===== src/rtl/ro_freq_counter.sv =====
// ro_freq_counter
//
// Measures the frequency of a divided ring-oscillator output by counting its
// rising edges over a programmable window of reference-clock cycles. The
// result is offered on a valid/ready handshake and held until accepted.
//
// Optional feature macro: PVTMON_MINMAX_EN
//   When defined, min_cnt/max_cnt track the smallest/largest result handed
//   off since reset (saturated results included).
//
// Ports:
//   clk        in   reference clock, sole clock domain
//   rst        in   synchronous active-high reset, aborts any measurement
//   osc_in     in   oscillator signal, asynchronous to clk
//   start      in   one-cycle measurement request, honoured only when idle
//   gate_len   in   window length in clk cycles, latched on accepted start
//   busy       out  high while gating or holding a result
//   cnt_data   out  edge count of the last window (saturating)
//   cnt_ovf    out  count saturated during the last window
//   cnt_valid  out  result available
//   cnt_ready  in   consumer accepts the result
//   min_cnt    out  [PVTMON_MINMAX_EN] minimum result since reset
//   max_cnt    out  [PVTMON_MINMAX_EN] maximum result since reset

module ro_freq_counter #(
  parameter int GATE_W      = 16,
  parameter int CNT_W       = 16,
  parameter int SYNC_STAGES = 2
) (
  input  logic              clk,
  input  logic              rst,
  input  logic              osc_in,
  input  logic              start,
  input  logic [GATE_W-1:0] gate_len,
  output logic              busy,
  output logic [CNT_W-1:0]  cnt_data,
  output logic              cnt_ovf,
  output logic              cnt_valid,
  input  logic              cnt_ready
`ifdef PVTMON_MINMAX_EN
  ,
  output logic [CNT_W-1:0]  min_cnt,
  output logic [CNT_W-1:0]  max_cnt
`endif
);

  typedef enum logic [1:0] {
    S_IDLE = 2'd0,
    S_GATE = 2'd1,
    S_DONE = 2'd2
  } state_t;

  // ---------------------------------------------------------------------
  // Synchronizer and rising-edge detect; runs in every state.
  // ---------------------------------------------------------------------
  logic [SYNC_STAGES-1:0] sync_q;
  logic                   prev_q;
  logic                   osc_rise;

  genvar gi;
  generate
    for (gi = 0; gi < SYNC_STAGES; gi++) begin : g_sync
      if (gi == 0) begin : g_first
        always_ff @(posedge clk) begin
          if (rst) sync_q[gi] <= 1'b0;
          else     sync_q[gi] <= osc_in;
        end
      end else begin : g_rest
        always_ff @(posedge clk) begin
          if (rst) sync_q[gi] <= 1'b0;
          else     sync_q[gi] <= sync_q[gi-1];
        end
      end
    end
  endgenerate

  always_ff @(posedge clk) begin
    if (rst) prev_q <= 1'b0;
    else     prev_q <= sync_q[SYNC_STAGES-1];
  end

  assign osc_rise = sync_q[SYNC_STAGES-1] & ~prev_q;

  // ---------------------------------------------------------------------
  // Measurement FSM
  // ---------------------------------------------------------------------
  state_t             state_q, state_d;
  logic [GATE_W-1:0]  down_q, down_d;
  logic [CNT_W-1:0]   count_q, count_d;
  logic               ovf_q, ovf_d;

  always_comb begin
    state_d = state_q;
    down_d  = down_q;
    count_d = count_q;
    ovf_d   = ovf_q;
    case (state_q)
      S_IDLE: begin
        if (start) begin
          count_d = '0;
          ovf_d   = 1'b0;
          if (gate_len == '0) begin
            state_d = S_DONE;
          end else begin
            state_d = S_GATE;
            down_d  = gate_len;
          end
        end
      end
      S_GATE: begin
        if (osc_rise) begin
          // Hold at all-ones once full; flag the lost edge.
          if (count_q == '1) ovf_d   = 1'b1;
          else               count_d = count_q + CNT_W'(1);
        end
        down_d = down_q - GATE_W'(1);
        // down_q==1 marks the last gate cycle of the window.
        if (down_q == GATE_W'(1)) state_d = S_DONE;
      end
      S_DONE: begin
        // start is deliberately not examined here, even on acceptance.
        if (cnt_ready) state_d = S_IDLE;
      end
      default: state_d = S_IDLE;
    endcase
  end

  always_ff @(posedge clk) begin
    if (rst) begin
      state_q <= S_IDLE;
      down_q  <= '0;
      count_q <= '0;
      ovf_q   <= 1'b0;
    end else begin
      state_q <= state_d;
      down_q  <= down_d;
      count_q <= count_d;
      ovf_q   <= ovf_d;
    end
  end

  assign busy      = (state_q == S_GATE) || (state_q == S_DONE);
  assign cnt_valid = (state_q == S_DONE);
  assign cnt_data  = count_q;
  assign cnt_ovf   = ovf_q;

`ifdef PVTMON_MINMAX_EN
  // ---------------------------------------------------------------------
  // Running extremes, updated on every result handshake.
  // ---------------------------------------------------------------------
  logic             handshake;
  logic [CNT_W-1:0] min_q, min_d;
  logic [CNT_W-1:0] max_q, max_d;

  assign handshake = cnt_valid & cnt_ready;

  always_comb begin
    min_d = min_q;
    max_d = max_q;
    if (handshake) begin
      if (count_q < min_q) min_d = count_q;
      if (count_q > max_q) max_d = count_q;
    end
  end

  always_ff @(posedge clk) begin
    if (rst) begin
      min_q <= '1;
      max_q <= '0;
    end else begin
      min_q <= min_d;
      max_q <= max_d;
    end
  end

  assign min_cnt = min_q;
  assign max_cnt = max_q;
`endif

endmodule


===== config.mk =====
export PLATFORM = sky130hd
export DESIGN_NAME = ro_freq_counter
export DESIGN_NICKNAME = d
export VERILOG_FILES = /design/src/rtl/ro_freq_counter.sv
export SDC_FILE = /design/constraint.sdc
export NUM_CORES = 1
export LEC_CHECK = 0
export BUFFER_PORTS_ARGS = -buffer_cell sky130_fd_sc_hd__buf_2
export CAP_MARGIN = 20
export CORE_AREA = 4 4 75 77
export CTS_BUF_LIST = sky130_fd_sc_hd__clkbuf_16
export CTS_CLUSTER_SIZE = 30
export DETAILED_ROUTE_END_ITERATION = 10
export DIE_AREA = 0 0 79 81
export PLACE_DENSITY_LB_ADDON = 0.05
export SYNTH_ARGS = -nofsm -noshare
export SYNTH_HDL_FRONTEND = slang
export SYNTH_SLANG_ARGS = --single-unit

===== constraint.sdc =====
create_clock -name clk -period 2.2 [get_ports clk]
set_input_delay 0.44 -clock clk [delete_from_list [all_inputs] [get_ports clk]]
set_output_delay 0.44 -clock clk [all_outputs]
set_load 0.02 [all_outputs]

* Yosys cells after proc, flatten, opt, wreduce, memory -nomap -nowiden
Cells that the tools add are included.
Operators by class: add/subtract/negate cells 2, reduce and logical (&&, ||, !) cells 8, bitwise logic cells 2, mux-type cells 16, equal/unequal tests 11
Operators with widths (number):
- $mux 16 | 5
- $pmux 16 s2 | 2
- $add 16x1->16 const B | 1
- $eq 16x1->1 const B | 1
- $eq 16x16->1 const B | 1
- $logic_not 16->1 | 1
- $sub 16x1->16 const B | 1
- $ne 2x2->1 const B | 6
- $mux 2 | 4
- $reduce_and 4->1 | 2
- $pmux 2 s3 | 1
- $reduce_and 3->1 | 2
- $mux 1 | 3
- $eq 2x1->1 const B | 1
- $eq 2x2->1 const B | 1
- $logic_not 2->1 | 1
- $ne 2x1->1 const B | 1
- $pmux 1 s2 | 1
- $reduce_bool 2->1 | 1
- $and 1x1->1 | 1
- $logic_or 1x1->1 | 1
- $not 1->1 | 1
Storage, ports and cells: bits in registers 38

* Longest topological paths before layout
depth after elaboration 4, mapped depth 9, gate-level depth less buffers 7

* Worst setup path before layout
Ideal clock, no wire load.
path kind reg-to-reg, from register down_q[7], to register down_q[12], path slack 342 ps, stages on the path, launching flop included 7, data arrival time 1740 ps, period minus slack after synthesis 1858 ps, library setup time 118 ps, required time 2082 ps, buffers on the path 1, cell sequence dfxtp_1 buf_6 or4_4 or4_4 o21a_1 o21ai_1 a21oi_1
On the way: longest elaborated chain between the ends 2
Ends and longest elaborated chain:
- start: declaration | line 88 | logic [GATE_W-1:0] down_q, down_d;
- start signal: assignment | line 136 | down_q <= down_d;
- $sub 16x1->16 | line 116 | down_d = down_q - GATE_W'(1);
- $pmux 16 s2 | line 97 | case (state_q)
No other way between the ends. A chain may end at the register's enable or synchronous reset.

* Worst setup path in the final report
from register state_q[1], to register down_q[15]
On the way: longest elaborated chain between the ends 3
Ends and longest elaborated chain:
- start: declaration | line 87 | state_t state_q, state_d;
- start signal: assignment | line 135 | state_q <= state_d;
- $eq 2x1->1 / $logic_not 2->1 (equally long branches) | line 97
- $reduce_bool 2->1 (no source line) / $ne 2x2->1 (equally long branches)
- $reduce_and 3->1 (no source line)
Several ways; a longest one is shown, not always the timed one.

==> run summary <==
Fin crit period: 2.00 ns
Area growth syn-to-layout: 20.3%
Met1 Resource Use GR: 23.9%
IO Pins: 40
Crit path capture type: register
Area contributors post-synth: dfxtp_1 (34%), xnor2_1 (5.0%), nor2_1 (5.0%)
DIE AREA: 0.00640 mm^2
Adder-cell area share of the yosys netlist: 3.32%
Register Area: 761 um^2
Chip width: 79 um
Peak supply drop: 0.435 mV
Nets: 358
Setup TNS: 0 ns
Via/cell ratio: 5.48
Syn_area_per_cell: 8.07 um^2
Clock skew: 0.00303 ns
Antenna violations before repair: 0
CTS max path bufs: 2
Post-synth EDFFs: 0
Initial core utilization: 45.1%
Final setup fails: 0
Lkg Pwr: 1.06 nW
Worst Hold Class: primary input to register
Max Freq: 0.499 GHz
I/O Buffers: 39
Initial DRC Count: 117
Synth Register Bits: 38
Worst Path Required: 2.40 ns
Xor/xnor share of the synthesized area: 5.04%
CTS tree: built
Post-synth top cells: dfxtp_1 (38), nor2_1 (30), nand2_1 (22), a21oi_1 (21), nor4_1 (15)
First-pass GRT wire length: 10.2 mm
WS Path Type: register to register
Num rows: 26
Pin count of the biggest net entering global routing: 26
Final period utilization: 91.0%
Reg clk slew, reported paths: 0.06 ns
Max Slew Vio Count: 0
N_diodes: 0
Worst slew pin tran: 0.531 ns
CTS Buf Count: 5
Total track usage: 20.0%
Post-Syn Nets: 307
CTS H-tree depth: 2
Worst skew pair latency: 0.28 ns
Finished Cell Area: 0.00272 mm^2
Mux cell area share after synthesis: 2.27%
Detailed Route WL: 6.16 mm
Synth async-reset ratio: 0%
Max Cap Viol: 0
Synth top area share: 33.6%
Die Y: 81 um
Core Box Area: 0.00501 mm^2
1st-pass router iterations: 4
Fillers: 507
Layout cells sized above 1: 21.4%
Commonest register cell after synthesis: dfxtp_1
DR WL/cell: 15.3 um
Hpwl dp: 4.55 mm
Antenna viol nets, final: 0
Status: finished, final reports clean
Fin. Hold Viols: 0
Startpoint Class: register
DRC: 0
Vias in the first global route: 2,161
Simple-gate area share of the yosys netlist: 31.4%
GRT Max-Usage Layer: met2
Largest family of logic cells by synthesized area: simple AND/OR/NAND/NOR gates
Yosys cell types: 49
Synth area leader: dfxtp_1
Slew margin rel.: 64.3%
Cell area power density: 1250 mW/mm^2
RSZ-0062 raised after global routing: no
CTS Root Cell: clkbuf_16
Most frequent cell after synthesis: dfxtp_1
Area of the multi-input gates: 0.00138 mm^2
Post-synthesis sequential area ratio: 33.6%
Clk sinks: 38
Worst-path maximum fanout: 25
Post-synthesis compound-gate area fraction: 19.0%
Via count: 2,202
GRT met3 Usage: 2.55%
Ys Warns: 0
Hold-fix buffers, CTS: 0
Area of the mapped netlist: 0.00226 mm^2
Syn Inst Count: 280
Global route overflow: 0
M2 GR Usage: 37.2%
Routability cong.: 0.892
Arrival time worst endpoint: 2.20 ns
Placed cell area: 0.00257 mm^2
## power by group
part | switching (mW) | leakage [nW] | internal, mW
logic | 1.07 | 0.682 | 0.722
clock network | 0.275 | 0.0724 | 0.410
registers | 0.116 | 0.310 | 0.818
## timing repair
| item | in CTS | in global routing |
|---|---|---|
| gates resized for setup | 0 | 0 |
| endpoints found under the setup margin | 0 | 4 |
| setup buffers | 0 | 1 |
## flip-flops by register name, summed over array words and instances, names as in the netlist
signal and flops:
cnt_data 16, down_q 16, state_q 2, sync_q 2, cnt_ovf 1, prev_q 1
## cell families after synthesis
family / Yosys count
AOI/OAI and AO/OA: 67
xor gates and xnor gates: 13
adders and majority gates: 6
buffers and inverters: 20
DFF: 38
muxes: 5
and+or+nand+nor: 131
## per-stage QoR
step	power, mW	instances	utilization [%]	hold WS, ns	worst slack [ns]
final	3.41	402	54.3	0.392	0.198
after CTS	3.42	401	54.1	0.394	0.189
after global placement	2.72	393	51.4	0.445	0.145
after global routing	3.67	402	54.3	0.422	0.0740
after detailed placement	2.72	393	51.4	0.448	0.140
after floorplan	2.25	280	-	0.414	0.342
## cells in the final DEF, fill, tap and decap left out, types with 5 or more instances in the layout
master	synthesis	routed
buf_2	2	39
dfxtp_1	38	38
nor2_1	30	30
nand2_1	22	22
a21oi_1	21	21
buf_4	0	17
nor4_1	15	15
xnor2_1	13	13
nand3_1	10	10
inv_1	8	9
nand4_1	9	9
o21ai_1	9	9
nand2b_1	9	9
o21ai_0	7	7
nor3_1	6	6
or3_1	6	6
nor2b_1	6	6
ha_1	6	6
o21a_1	5	5
clkbuf_16	0	5
## layer usage
metal	routed length, um	vias up
met5	0	-
met1	2760	1015
li1	-	1126
met4	61	0
met2	3070	56
met3	271	5
## path summary, 6_finish.rpt
path,startpoint,to,slack (ns),cells past startpoint
worst max register to register,state_q[1]$_SDFFE_PP0P_,down_q[15]$_SDFFE_PP0P_,0.20,7
worst max-delay path,state_q[1]$_SDFFE_PP0P_,down_q[15]$_SDFFE_PP0P_,0.20,7
worst min register to register,sync_q[0]$_SDFF_PP0_,sync_q[1]$_SDFF_PP0_,0.45,1
worst min-delay path,osc_in,sync_q[0]$_SDFF_PP0_,0.39,2
## critical path, stage by stage (launching register included)
cell      delay (ns)
dfxtp_1         0.33
inv_1           0.08
ha_1            0.20
buf_4           0.31
nand4_1         0.27
nand2b_1        0.24
or3_1           0.31
a31oi_1         0.17
## final cells by class
type	count	share of cell area, %
inverter	8	1.10
clock inverter	3	0.460
clock buffer	5	4.60
sequential	38	28.0
timing repair buffer	56	11.9
tap	70	3.22
multi-input combinational	222	50.8
(Power assumes the default switching activity.)
